[src/rtl/multiplicador_algoritmico_pkg.sv]
// Shared types and constants for the sequential shift-add multiplier.
// The state enum and counter sizing live here so the bench and future blocks agree on them.
package mult_pkg;

   typedef enum logic [1:0] {
      IDLE = 2'd0,
      CALC = 2'd1,
      FIX  = 2'd2,
      FIN  = 2'd3
   } state_t;

   localparam int TAMANYO_DEF = 32;
   localparam int CNT_W       = $clog2(TAMANYO_DEF);

   // Counter width for an arbitrary operand width; never narrower than one bit
   function automatic int cnt_width(input int n);
      return (n > 1) ? $clog2(n) : 1;
   endfunction

endpackage

[src/rtl/multiplicador_algoritmico.sv]
// Signed multiplier by radix-2 shift-add, one multiplier bit per cycle, rebuilding Coc*Den(+Res).
// Optional feature: define MULT_ADD_RES_EN to add the Res port and fold the remainder into Num.
module multiplicador_algoritmico
   import mult_pkg::*;
#(
   parameter int tamanyo = TAMANYO_DEF
) (
   input  logic                   CLK,
   input  logic                   RSTa,
   input  logic                   Start,
   input  logic [tamanyo-1:0]     Coc,
   input  logic [tamanyo-1:0]     Den,
`ifdef MULT_ADD_RES_EN
   input  logic [tamanyo-1:0]     Res,
`endif
   output logic [2*tamanyo-1:0]   Num,
   output logic                   Done
);

   localparam int CW = cnt_width(tamanyo);

   state_t                 state;
   state_t                 state_next;
   logic [CW-1:0]          count;
   logic [2*tamanyo-1:0]   mcand;
   logic [tamanyo-1:0]     mplier;
   logic [2*tamanyo-1:0]   acc;
   logic                   sign;
   logic [tamanyo-1:0]     res_q;
   logic [2*tamanyo-1:0]   num_q;
   logic                   done_q;

   logic [tamanyo-1:0]     coc_mag;
   logic [tamanyo-1:0]     den_mag;
   logic [2*tamanyo-1:0]   res_ext;
   logic [2*tamanyo-1:0]   prod_signed;

   // Two's-complement negation of the most negative value yields 2^(tamanyo-1), exact as unsigned
   always_comb begin
      coc_mag     = Coc[tamanyo-1] ? (~Coc + 1'b1) : Coc;
      den_mag     = Den[tamanyo-1] ? (~Den + 1'b1) : Den;
      prod_signed = sign ? (~acc + 1'b1) : acc;
      res_ext     = {{tamanyo{res_q[tamanyo-1]}}, res_q};
   end

   always_ff @(posedge CLK or negedge RSTa) begin
      if (!RSTa) state <= IDLE;
      else       state <= state_next;
   end

   always_comb begin
      state_next = state;
      case (state)
         IDLE: if (Start) state_next = CALC;
         CALC: if (count == '0) state_next = FIX;
         FIX:  state_next = FIN;
         FIN:  state_next = IDLE;
         default: state_next = IDLE;
      endcase
   end

   // Done is registered out of FIN, so it is high during the first IDLE cycle and a new Start is taken then
   always_ff @(posedge CLK or negedge RSTa) begin
      if (!RSTa) begin
         count  <= '0;
         mcand  <= '0;
         mplier <= '0;
         acc    <= '0;
         sign   <= 1'b0;
         res_q  <= '0;
         num_q  <= '0;
         done_q <= 1'b0;
      end else begin
         done_q <= (state == FIN);
         case (state)
            IDLE: begin
               if (Start) begin
                  mcand  <= {{tamanyo{1'b0}}, coc_mag};
                  mplier <= den_mag;
                  sign   <= Coc[tamanyo-1] ^ Den[tamanyo-1];
                  acc    <= '0;
                  count  <= CW'(tamanyo - 1);
`ifdef MULT_ADD_RES_EN
                  res_q  <= Res;
`else
                  res_q  <= '0;
`endif
               end
            end
            CALC: begin
               if (mplier[0]) acc <= acc + mcand;
               mcand  <= mcand << 1;
               mplier <= mplier >> 1;
               count  <= count - CW'(1);
            end
            FIX: begin
               num_q <= prod_signed + res_ext;
            end
            default: begin
            end
         endcase
      end
   end

   assign Num  = num_q;
   assign Done = done_q;

endmodule
[config.mk]
export PLATFORM = sky130hd
export DESIGN_NAME = multiplicador_algoritmico
export DESIGN_NICKNAME = d
export VERILOG_FILES = /design/src/rtl/multiplicador_algoritmico_pkg.sv /design/src/rtl/multiplicador_algoritmico.sv
export SDC_FILE = /design/constraint.sdc
export NUM_CORES = 1
export LEC_CHECK = 0
export ABC_AREA = 1
export BUFFER_PORTS_ARGS = -buffer_cell sky130_fd_sc_hd__buf_4
export CAP_MARGIN = 40
export CELL_PAD_IN_SITES_DETAIL_PLACEMENT = 0
export CELL_PAD_IN_SITES_GLOBAL_PLACEMENT = 1
export CORE_MARGIN = 2
export CORE_UTILIZATION = 39
export DETAILED_ROUTE_END_ITERATION = 8
export PLACE_DENSITY = 0.74
export SYNTH_ARGS = -nofsm -noshare
export SYNTH_HDL_FRONTEND = slang
export SYNTH_SLANG_ARGS = --single-unit
[constraint.sdc]
create_clock -name CLK -period 1.97 [get_ports CLK]
set_clock_uncertainty 0.1 [all_clocks]
set_input_delay 0.591 -clock CLK [delete_from_list [all_inputs] [get_ports CLK]]
set_output_delay 0.591 -clock CLK [all_outputs]
set_load 0.03 [all_outputs]
==> results.py <==
metrics = {
    "drt": {
        "drtIter0Drc": 1669,
        "drtAntennaViolNets": 0,
        "drc": 0,
        "avgRoutedWirePerCell_um": 17.61,
        "routed_wl_mm": 77.22,
        "dr.pass1.iters": 8,
        "vias_per_cell": 5.121,
        "num_vias": 22460,
    },
    "clocking": {
        "ctsLongestPathBuffers": 3,
        "cts_made_buffers": 29,
        "cts_max_level": 1,
        "cts_tree": "yes",
        "clkSinkCount": 233,
        "clk_latency_ns": 0.59,
        "root_buffer": "clkbuf_16",
        "clk_pin_slew_ns": 0.06,
    },
    "timing": {
        "fmax_mhz": 446.9,
        "tns_ns": -9.610,
        "rsz0062_at_grt": "true",
        "finalHoldViolCount": 0,
        "setup_viol_count_final": 74,
        "drv_slew": 0,
        "slew_headroom_pct": 66.58,
        "holdWs_ns": 0.2227,
        "min_period_ns": 2.238,
        "tightest_slew_ns": 0.4960,
        "period_share_pct": 113.6,
        "setup_ws_ns": -0.2678,
    },
    "logic_synthesis": {
        "syn_inst": 3106,
        "syn_area_um2": 19040,
        "ys_ff_latch": 233,
        "syn_avg_cell_area_um2": 6.130,
        "ys_warn_count": 0,
        "synthDistinctLibCells": 54,
        "synth_seq_area_share_pct": 30.63,
        "synth.net_count": 3247,
    },
    "pwr": {
        "power_density_nw_per_um2": 1812,
        "p_leak_uw": 0.01589,
        "irDropWorstVdd_v": 0.0007763,
    },
    "setup_path": {
        "r2r_start": "acc[30]",
        "crit_slowest_cell": "dfrtp_2",
        "slowest_delay_ns": 0.46,
        "cp-start-kind": "flop",
        "critPathKind": "flop to flop",
        "crit_chain": "ha_4 -> nand2_2 -> nor2_1 -> buf_4 -> buf_4 -> nand2_4 -> inv_4 -> buf_4 -> nand2_2 -> nor3_2 -> nand2_2 -> nand3_2 -> nand2_1 -> nand3_1 -> nand2_1",
        "cp.required_ns": 2.34,
        "crit_start": "acc[30]",
        "cp-end-kind": "flop",
        "critPathMaxFanout": 3,
        "r2r-end": "acc[55]",
        "reg2reg_slack_ns": -0.27,
        "reg2regPathDepth": 15,
        "cp.arrival_ns": 2.60,
    },
    "global_routing": {
        "gr-total-overflow": 0,
        "antenna_found_initial": 0,
        "grt_pass1_vias": 21440,
        "grt_pass1_wl_mm": 116.2,
        "grt_max_degree": 69,
        "grt_usage_pct": 29.35,
    },
    "die": {
        "die_h_um": 224.9,
        "start_util_pct": 39.71,
        "die-area_um2": 50600,
        "placementRows": 80,
        "die_w_um": 224.9,
        "io_pins": 132,
        "core_area_um2": 47950,
    },
    "hold_path": {
        "min_to": "mplier[31]",
        "min_from": "Den[30]",
        "worstHoldPathCells": 4,
        "hold_class": "input pin to flop",
    },
    "run_status": {
        "violations": "setup timing",
        "outcome": "finished with violations",
    },
    "finish": {
        "stdcell_count": 4385,
        "area_growth_pct": 58.63,
        "register_area_um2": 5882,
        "layout-drive-gt1-share_pct": 40.66,
        "multi_input_area_um2": 14650,
        "mostFrequentLayoutCell": "nand2_1",
        "layout_common_cells": "811 x nand2_1, 573 x buf_4, 433 x inv_1",
        "fill_cells": 4216,
        "nets": 3886,
    },
    "placed_design": {
        "gp_congestion": 0.9385,
        "port_buffers": 131,
        "hpwl_mm": 57.71,
        "place_inst": 4236,
    },
    "flow_run": {
        "maxCapViolCount": 0,
    },
}
## cell families after synthesis
family / after synthesis / synth area share [%]
compound gates: 406 / 12.09
xor+xnor: 51 / 2.346
fa+ha+maj: 74 / 4.903
buf+inv: 594 / 11.94
flops: 233 / 30.63
simple gates: 1748 / 38.10
## state kept, by name, summed over array words and instances, names as in the netlist
register / count
Done: 1
Num: 64
acc: 64
count: 5
mcand: 64
mplier: 32
sign: 1
state: 2
## report_power, final
part,internal (uW),switching (uW)
Sequential,7070,2240
Clock,3490,2350
Combinational,17000,22600
Total,27600,27100
## per-stage QoR
stage                     setup WS, ns  instance area (um^2)  power, uW  util [%]
after floorplan                0.01936                 19050      24950         -
after global placement         -0.5031                 24150      37610     50.37
after detailed placement       -0.4505                 24150      38040     50.37
after CTS                      -0.1842                 27590      48570     57.54
after global routing           -0.3594                 30200      58160     62.98
final                          -0.2678                 30200      54710     62.99
## worst max-delay path by stage
stage | endpoint | slack (ns) | depth (start not counted)
after floorplan | acc[28] | 0.02 | 13
after global placement | acc[59] | -0.50 | 13
after detailed placement | acc[59] | -0.45 | 10
after CTS | acc[47] | -0.18 | 16
after global routing | acc[59] | -0.36 | 13
final | acc[55] | -0.27 | 15
## timing repair
action | in CTS | in global routing
hold buffers | 1 | 0
endpoints found under the setup margin | 94 | 167
gates resized for setup | 492 | 622
pin swaps | 133 | 275
endpoints found under the hold margin | 35 | 0
buffers inserted | 41 | 65
gates cloned | 2 | 3
## cell type report
type / count / area share, %
multi-input combinational: 2279 / 48.51
sequential: 233 / 19.48
timing repair buffer: 682 / 19.27
inverter: 520 / 6.766
clock buffer: 38 / 2.747
tap: 615 / 2.548
clock inverter: 16 / 0.6629
antenna: 2 / 0.01657
## synthesized netlist by cell type, drive strengths merged
library cell	number	area, um^2
a32o	2	20.02
ha	73	913.4
clkbuf	39	146.4
and3	2	12.51
o21bai	2	15.01
o211ai	12	103.9
inv	519	1948
or2	13	81.34
dfrtp	233	5831
o41ai	1	8.760
a21oi	102	533.0
nor3	33	207.7
a31oi	21	131.4
buf	35	175.2
nor4	7	43.79
o32ai	1	16.27
nand4	34	212.7
a22oi	1	7.510
o22ai	39	244.0
xor2	43	376.6
o21ai	211	1112
o221ai	1	8.760
nand3b	4	42.54
and2	2	12.51
o31ai	5	37.54
nor2	346	1401
nand3	200	1044
xnor2	8	70.07
o21a	3	22.52
clkinv	1	3.750
a21boi	3	22.52
a31o	2	17.52
fa	1	20.02
nand2	1107	4195
## metal layers
metal | vias to the layer above | GRT usage, % | routed length (um)
met1 | 10630 | 41.15 | 34990
li1 | 11050 | - | -
met5 | - | 0 | 0
met4 | 0 | 8.374 | 2217
met2 | 646 | 47.46 | 35120
met3 | 131 | 3.651 | 4901
## worst max-delay path: cells and delay by family, from the launching register on
| family | cells | cell delay [ns] |
|---|---|---|
| buffers and inverters | 4 | 0.45 |
| AND/OR/NAND/NOR | 10 | 0.79 |
| flip-flops | 1 | 0.46 |
| adder cells (fa/ha/maj) | 1 | 0.30 |
(Power assumes the default switching activity.)
